## src/rtl/pulse_gen.sv

```systemverilog
// pulse_gen: free-running periodic pulse source with programmable width and period
module pulse_gen #(
  parameter int PULSE_WIDTH_WIDTH  = 8,
  parameter int PULSE_PERIOD_WIDTH = 16
) (
  input  logic                          clk,
  input  logic                          rst,
  input  logic [PULSE_WIDTH_WIDTH-1:0]  pulse_width,
  input  logic [PULSE_PERIOD_WIDTH-1:0] pulse_period,
  output logic                          dout,
  output logic [PULSE_PERIOD_WIDTH-1:0] cnt
);
  logic [PULSE_PERIOD_WIDTH-1:0] cnt_next;
  logic [PULSE_PERIOD_WIDTH-1:0] period_m1;
  logic [PULSE_PERIOD_WIDTH-1:0] width_ext;
  logic                          wrap;
  // period 0 would underflow period_m1, so periods 0 and 1 both pin the count at 0
  always_comb begin
    period_m1 = pulse_period - PULSE_PERIOD_WIDTH'(1);
    width_ext = PULSE_PERIOD_WIDTH'(pulse_width);
    wrap      = (pulse_period <= PULSE_PERIOD_WIDTH'(1)) || (cnt >= period_m1);
    cnt_next  = wrap ? '0 : cnt + PULSE_PERIOD_WIDTH'(1);
  end
  always_ff @(posedge clk or posedge rst) begin
    if (rst) begin
      cnt  <= '0;
      dout <= 1'b0;
    end else begin
      cnt  <= cnt_next;
      dout <= cnt_next < width_ext;
    end
  end
endmodule

```

## config.mk

```make
export PLATFORM = sky130hd
export DESIGN_NAME = pulse_gen
export DESIGN_NICKNAME = d
export VERILOG_FILES = /design/src/rtl/pulse_gen.sv
export SDC_FILE = /design/constraint.sdc
export NUM_CORES = 1
export LEC_CHECK = 0
export BUFFER_PORTS_ARGS = -buffer_cell sky130_fd_sc_hd__buf_2
export CORE_MARGIN = 2
export CORE_UTILIZATION = 54
export CTS_CLUSTER_SIZE = 10
export DETAILED_ROUTE_END_ITERATION = 6
export GPL_TIMING_DRIVEN = 0
export HOLD_SLACK_MARGIN = 0.05
export PLACE_DENSITY_LB_ADDON = 0.3
export SYNTH_ARGS = -nofsm -noshare
export SYNTH_HDL_FRONTEND = slang
export SYNTH_SLANG_ARGS = --single-unit
```

## constraint.sdc

```tcl
create_clock -name clk -period 5.6 [get_ports clk]
set_input_delay 0.56 -clock clk [delete_from_list [all_inputs] [get_ports clk]]
set_output_delay 0.56 -clock clk [all_outputs]
set_load 0.01 [all_outputs]
```

Word-level counts from Yosys, hierarchy flattened:

Index checks and enable logic that the tools add are counted.

* multiplexer cells: 1
* order comparisons: 3
* $add $sub $neg: 2
* reductions and logical operators: 1

Operator list (number)
* $add 16x1->16 const B: 1
* $ge 16x16->1: 1
* $le 16x1->1 const B: 1
* $lt 16x8->1: 1
* $mux 16: 1
* $sub 16x1->16 const B: 1
* $logic_or 1x1->1: 1

* input port bits: 26
* output and inout port bits: 17
* register bits after elaboration: 17

Longest topological paths before layout:

Gate-level depths: netlist of run 1.

* word-level depth: 5
* gate-level depth with buffers: 19
* mapped depth without buffers: 18

Worst setup path after synthesis of run 1:

OpenSTA, ideal clock, no wires.

* kind: in2reg
* from: input port pulse_period[2]
* to: register dout
* buffers on the path: 1
* path slack: 1.541 ns
* data arrival time: 3.994 ns
* stages on the path: 18
* library setup time: 0.065 ns
* cell sequence: or4_4 > nor3_4 > nand3_1 > nor4_1 > xnor2_1 > ha_1 > a21oi_1 > o21ai_0 > a2111oi_2 > nand2_2 > buf_6 > nor2_1 > ha_1 > and4_1 > nand4_1 > o221ai_1 > a31oi_1 > o211a_1

* longest elaborated chain between the ends: 5
* elaborated cells between the ends (all ways): 6
* those cells by class: add/sub (1); order compare (3); mux (1); reduce/logical (1)

Ends and longest elaborated chain
* start, declared: line 9 `input logic [PULSE_PERIOD_WIDTH-1:0] pulse_period,`
* $sub 16x1->16: line 19 `period_m1 = pulse_period - PULSE_PERIOD_WIDTH'(1);`
* $ge 16x16->1: line 21 `wrap = (pulse_period <= PULSE_PERIOD_WIDTH'(1)) || (cnt >= period_m1);`
* $logic_or 1x1->1 *: line 21
* $mux 16 *: line 22 `cnt_next = wrap ? '0 : cnt + PULSE_PERIOD_WIDTH'(1);`
* via cnt_next[6]: line 13 `logic [PULSE_PERIOD_WIDTH-1:0] cnt_next;`
* $lt 16x8->1 *: line 30 `dout <= cnt_next < width_ext;`
* end signal, assigned: line 30
* end, declared: line 10 `output logic dout,`

The timed path passes the listed nets; every way through them passes the cells marked *.

Worst setup path in the final report of run 1:

Ends and elaborated chain as after synthesis.

==> results of run 1 <==
[area by class of cell]
class | instances | area [sq um]
flip-flops and latches | 17 | 425
fillers | 264 | 1030
multi-input cells | 162 | 1210
plain buffers | 3 | 18.8
well taps | 44 | 55.1
clock buffers | 4 | 26.3
inverters | 13 | 48.8
repair buffers | 42 | 210
[metrics by stage]
stage               instance area (sq um)  hold WS [ns]
floorplan                            1700         0.486
global placement                     1970         0.524
detailed placement                   1970         0.546
CTS                                  1990         0.350
global route                         1990         0.379
finish                               1990         0.333
[logic make-up (layout without fill, tap and decap cells)]
kind of cell               after synthesis  count (layout)
DFF                                     17              17
buffers and inverters                   16              62
adders and majority gates               26              26
AOI/OAI and AO/OA                       24              24
and+or+nand+nor                         83              83
xor gates and xnor gates                29              29
[power breakdown]
group          switching (uW)  internal (uW)  total (uW)  leakage [uW]
combinational             169            152         322      0.000755
clock                    41.1           27.8        68.9     0.0000150
sequential               56.9            159         216      0.000224
[cell usage after synthesis (2+ instances only)]
library cell  instances
o211ai_1              2
o21ai_0               4
nand2_1              12
a21oi_1               6
nor2b_1               5
ha_1                 26
and4_1                4
o21a_1                2
or4_1                 2
and3_1                4
nand3_1               7
xnor2_1              18
xor2_1               11
nor2_1               24
dfrtp_1              17
clkbuf_1              2
nand4_1               6
nor3_1                6
nor4_1                3
inv_1                13
a31oi_1               2
a21o_1                3
[worst paths after layout]
| check | start | to | slack, ns | cells past startpoint |
|---|---|---|---|---|
| max | pulse_period[2] | dout | 1.22 | 19 |
| min | rst | cnt[15] | 0.33 | 2 |
| max reg2reg | cnt[13] | dout | 2.34 | 14 |
| min reg2reg | cnt[0] | cnt[0] | 0.56 | 1 |
| max in group asynchronous | rst | cnt[13] | 4.85 | 2 |
| min in group clk | cnt[0] | cnt[0] | 0.56 | 1 |
[metal layers]
| layer | vias up | part of all wire |
|---|---|---|
| li1 | 787 | - |
| met4 | 0 | 0.020 |
| met5 | - | 0 |
| met2 | 45 | 0.48 |
| met3 | 11 | 0.034 |
| met1 | 719 | 0.47 |
[registers in the layout (all words and copies together) (netlist names)]
signal / cells
cnt: 16
dout: 1
==> results_dict.tcl, run 1 <==
set metrics [dict create \
    arrival_ns 4.63 \
    critPathCaptureType "register" \
    first_pass_iters 4 \
    synth_top_cell_by_area "dfrtp_1" \
    fp-row-count 20 \
    critical_path_required_ns 5.85 \
    p_per_area_nw_per_um2 304 \
    crit_chain "buf_2 > or4_4 > nor3_4 > nand3_1 > nor4_1 > xnor2_1 > ha_1 > a21oi_1 > o21ai_0 > a2111oi_2 > nand2_2 > buf_6 > nor2_1 > ha_1 > and4_1 > nand4_1 > o221ai_1 > a31oi_1 > o211a_1" \
    cts_tree "done" \
    min_period_ns 4.38 \
    outcome "finished, final reports clean" \
    cp_slowest_stage_delay_ns 0.56 \
    tightest_slew_ns 0.662 \
    power.total_uw 606 \
    placedCellCount 281 \
    antenna_found_initial 0 \
    fin_tns_setup_ns 0 \
    drive_gt1_frac 0.220 \
    use_met2 0.408 \
    timing.final.ws_setup_ns 1.22 \
    start_util 0.562 \
    post-place-ws_ns 0.929 \
    ir_drop_mv 0.216 \
    grt_pass1_vias 1483 \
    synth_seq_cells 17 \
    cts-resized-gates 0 \
    grt_setup_unrepaired "false" \
    synthDistinctLibCells 38 \
    synth-adder-area-share 0.191 \
    crit_type "input port to register" \
    use_met1 0.300 \
    fin_util 0.658 \
    fmax_ghz 0.228 \
    die_area_sq_um 3620 \
    fin_cells 285 \
    synth_top_area_frac 0.250 \
    hold_viol 0 \
    netlist_area_sq_um 1700 \
    synth_xor_xnor_area_share 0.149 \
    fin_skew_ns 0.00121 \
    layout_commonest_cell "buf_2" \
    cp_max_fo 10 \
    io_pins 43 \
    cts.sinks 17 \
    grt.overflow.total 0 \
    synth-simple-area-share 0.273 \
    synth_area_leaders "dfrtp_1 25%, ha_1 19%, xnor2_1 9.3%" \
    drtIter0Drc 56 \
    avgSynthCellArea_sq_um 8.73 \
    drc 0 \
    ys_seq_area_frac 0.250 \
    crit_family "simple AND/OR/NAND/NOR gates" \
    fin_crit_sh 0.782 \
    place.gp.congestion 0.763 \
    root_buffer "clkbuf_4" \
    nNetsFinal 294 \
    busiest_layer "met2" \
    grt_pass1_wl_mm 6.32 \
    post_cts_buffers 0 \
    synth-edff-count 0 \
    setup_viol_count_final 0 \
    startpoint_type "input port" \
    cp_common_cell "ha_1" \
    diodes 0 \
    wl_per_cell_um 13.3 \
    syn_inst 195 \
    hold_path.class "input port to async pin" \
    async_flop_share 1.00 \
    numCtsBuffers 3 \
    synth_top_family_by_area "simple AND/OR/NAND/NOR gates" \
    area_growth_pct 17.1 \
    cts.path.max_buffers 2 \
    dieWidth_um 60.1 \
    synthMuxAreaShare 0 \
    grt_max_degree 18 \
    die_h_um 60.1 \
    use_met3 0.0195 \
    dp_hpwl_mm 3.03 \
    synth_compound_area_frac 0.0971 \
    drv_slew 0 \
    slew-limit-headroom 0.558 \
    drtAntennaViolNets 0 \
    htreeDepth 1 \
    cts_hold_buf 0 \
    ys.flop_type "dfrtp_1" \
    final_cell_mix "42 x buf_2, 26 x ha_1, 24 x nor2_1, 18 x xnor2_1, 17 x dfrtp_1" \
    syn_nets 247 \
    power_leakage_uw 0.000994 \
    path_buf_inv 2 \
    routed-via-count 1562 \
    cts.reportedPaths.clkPinSlew_ns 0.10 \
    vias_per_cell 5.48 \
    cpMaxStageDelayCell "or4_4" \
    routed_wl_mm 3.79 \
    grt_use_total 0.233 \
    drv_cap 0 \
    core_sq_um 3030 \
    clkLatencyLatePin_ns 0.30 \
    yosysWarnings 0 \
    port_buffers 42 \
]
(Power assumes the default switching activity.)
==> run 2: changes to the inputs <==
CORE_UTILIZATION = 48   (was 54)
clock period = 3.98 ns   (was 5.6 ns; I/O delays follow)
==> run 2 against run 1 <==
Hold slack got worse by 0.17 ns. Total power is 61% higher. Die area grew 12%. Critical endpoint unchanged. Largest cell class unchanged.
==> results_dict.tcl, run 2 (synthesized netlist as in run 1, its figures left out) <==
set metrics [dict create \
    vias_per_cell 5.44 \
    start_util 0.506 \
    dp_hpwl_mm 3.17 \
    power_leakage_uw 0.00108 \
    drtAntennaViolNets 0 \
    switching_share 0.449 \
    setup_viol_count_final 0 \
    core_sq_um 3360 \
    drv_cap 0 \
    power_frac_comb 0.586 \
    placedCellCount 283 \
    hold_path.class "input port to async pin" \
    cts.path.max_buffers 2 \
    cts_hold_buf 0 \
    critical_path_required_ns 4.24 \
    grt.overflow.total 0 \
    use_met1 0.267 \
    slew-limit-headroom 0.561 \
    drv_slew 0 \
    drc 0 \
    fin_crit_sh 0.964 \
    layout_commonest_cell "buf_2" \
    place.gp.congestion 0.815 \
    htreeDepth 1 \
    busiest_layer "met2" \
    die_area_sq_um 4040 \
    switchingPower_uw 438 \
    final_area_sq_um 2290 \
    fmax_ghz 0.261 \
    fin_tns_setup_ns 0 \
    grt_max_degree 18 \
    p_int_uw 537 \
    post_dp_cell_area_sq_um 1970 \
    drive_gt1_frac 0.348 \
    drtIter0Drc 61 \
    crit_type "input port to register" \
    reg2reg_from "cnt[2]" \
    min_period_ns 3.84 \
    rr_worst_depth 14 \
    seqPwrFrac 0.313 \
    power.total_uw 975 \
    largest_reg_flops 16 \
    antenna_found_initial 0 \
    cts.sinks 17 \
    io_pins 43 \
    arrival_ns 4.09 \
    cts_tree "done" \
    rrSetupSlack_ns 0.98 \
    nNetsFinal 306 \
    critPathCaptureType "register" \
    clkLatencyLatePin_ns 0.31 \
    rr_endpoint "dout" \
    hold_viol 0 \
    ir_drop_mv 0.345 \
    root_buffer "clkbuf_4" \
    grt_use_total 0.217 \
    cp_max_fo 4 \
    fin_cells 299 \
    regMostFlops "cnt" \
    grt_pass1_wl_mm 6.94 \
    wl_per_cell_um 14.6 \
    fp-row-count 21 \
    post-place-ws_ns -0.650 \
    startpoint_type "input port" \
    cts.reportedPaths.clkPinSlew_ns 0.12 \
    power_frac_clock 0.102 \
    routed-via-count 1627 \
    port_buffers 42 \
    timing.final.ws_setup_ns 0.144 \
    routed_wl_mm 4.36 \
    final_cell_mix "42 x buf_2, 21 x ha_1, 17 x xnor2_1, 17 x nor2_1, 17 x dfrtp_1" \
    p_per_area_nw_per_um2 426 \
    die_h_um 63.5 \
    layout_top_registers "cnt x16, dout x1" \
    tightest_slew_ns 0.658 \
    use_met3 0.0429 \
    diodes 0 \
    fin_skew_ns 0.0163 \
    grt_pass1_vias 1572 \
    area_growth_pct 34.4 \
    numCtsBuffers 3 \
    outcome "finished, final reports clean" \
    dieWidth_um 63.5 \
    use_met2 0.384 \
    first_pass_iters 4 \
]
[run 2: cell types whose count changed in the layout (fill, tap and decap cells not counted), sizes merged]
| cell | before | now |
|---|---|---|
| buf | 43 | 55 |
| clkinvlp | 0 | 1 |
| clkbuf | 6 | 5 |
[run 2: timing repair]
action,in CTS,in global routing
endpoints found under the setup margin,1,1
pin swaps,14,24
gates resized for setup,18,18
gates cloned,0,0
buffers inserted,9,3
[run 2: worst max-delay path by stage]
stage                      end  slack [ns]            start  depth (start not counted)
after floorplan           dout        0.08  pulse_period[2]                         18
after global placement    dout       -0.55  pulse_period[2]                         19
after detailed placement  dout       -0.65  pulse_period[2]                         19
after CTS                 dout       0.004  pulse_period[5]                         20
after global routing      dout       -0.06  pulse_period[4]                         19
final                     dout        0.14  pulse_period[4]                         20
[run 2: routing by layer]
metal  routed length [um]  share of wire  up-vias
li1                     -              -      809
met5                    0              0        -
met1                 1810           0.42      764
met2                 2220           0.51       48
met4                   53          0.012        0
met3                  265          0.061        6
[run 2: area by class of cell]
class | instances | area, sq um
Clock inverter | 1 | 7.51
Multi-Input combinational cell | 162 | 1400
Buffer | 3 | 18.8
Timing Repair Buffer | 54 | 308
Inverter | 13 | 48.8
Fill cell | 305 | 1080
Sequential cell | 17 | 425
Tap cell | 46 | 57.6
Clock buffer | 3 | 22.5
[run 2: critical path, stage by stage]
cell and delay, ns:
buf_2 0.12, or4_4 0.55, nor3_4 0.17, nand3_2 0.11, buf_4 0.16, nor4_4 0.15, xnor2_1 0.16, ha_1 0.28
a21oi_2 0.15, o21ai_2 0.08, a2111oi_4 0.32, nand2_2 0.17, buf_6 0.17, nor2_4 0.11, ha_4 0.20, and4_1 0.19
nand4_1 0.11, o221ai_2 0.12, a31oi_2 0.20, o211a_1 0.16
[run 2: power groups by stage]
stage | Combinational (uW) | Sequential [uW] | Clock [uW]
6_report | 571 | 305 | 99.1
5_1_grt | 646 | 315 | 110
4_1_cts | 519 | 304 | 100
3_5_place_dp | 455 | 308 | 0
3_3_place_gp | 436 | 308 | 0
2_1_floorplan | 287 | 311 | 0
[run 2: stage by stage]
| step | hold slack [ns] | util |
|---|---|---|
| floorplan | 0.324 | - |
| global placement | 0.508 | 0.586 |
| detailed placement | 0.521 | 0.586 |
| CTS | 0.180 | 0.640 |
| global route | 0.215 | 0.680 |
| finish | 0.160 | 0.680 |
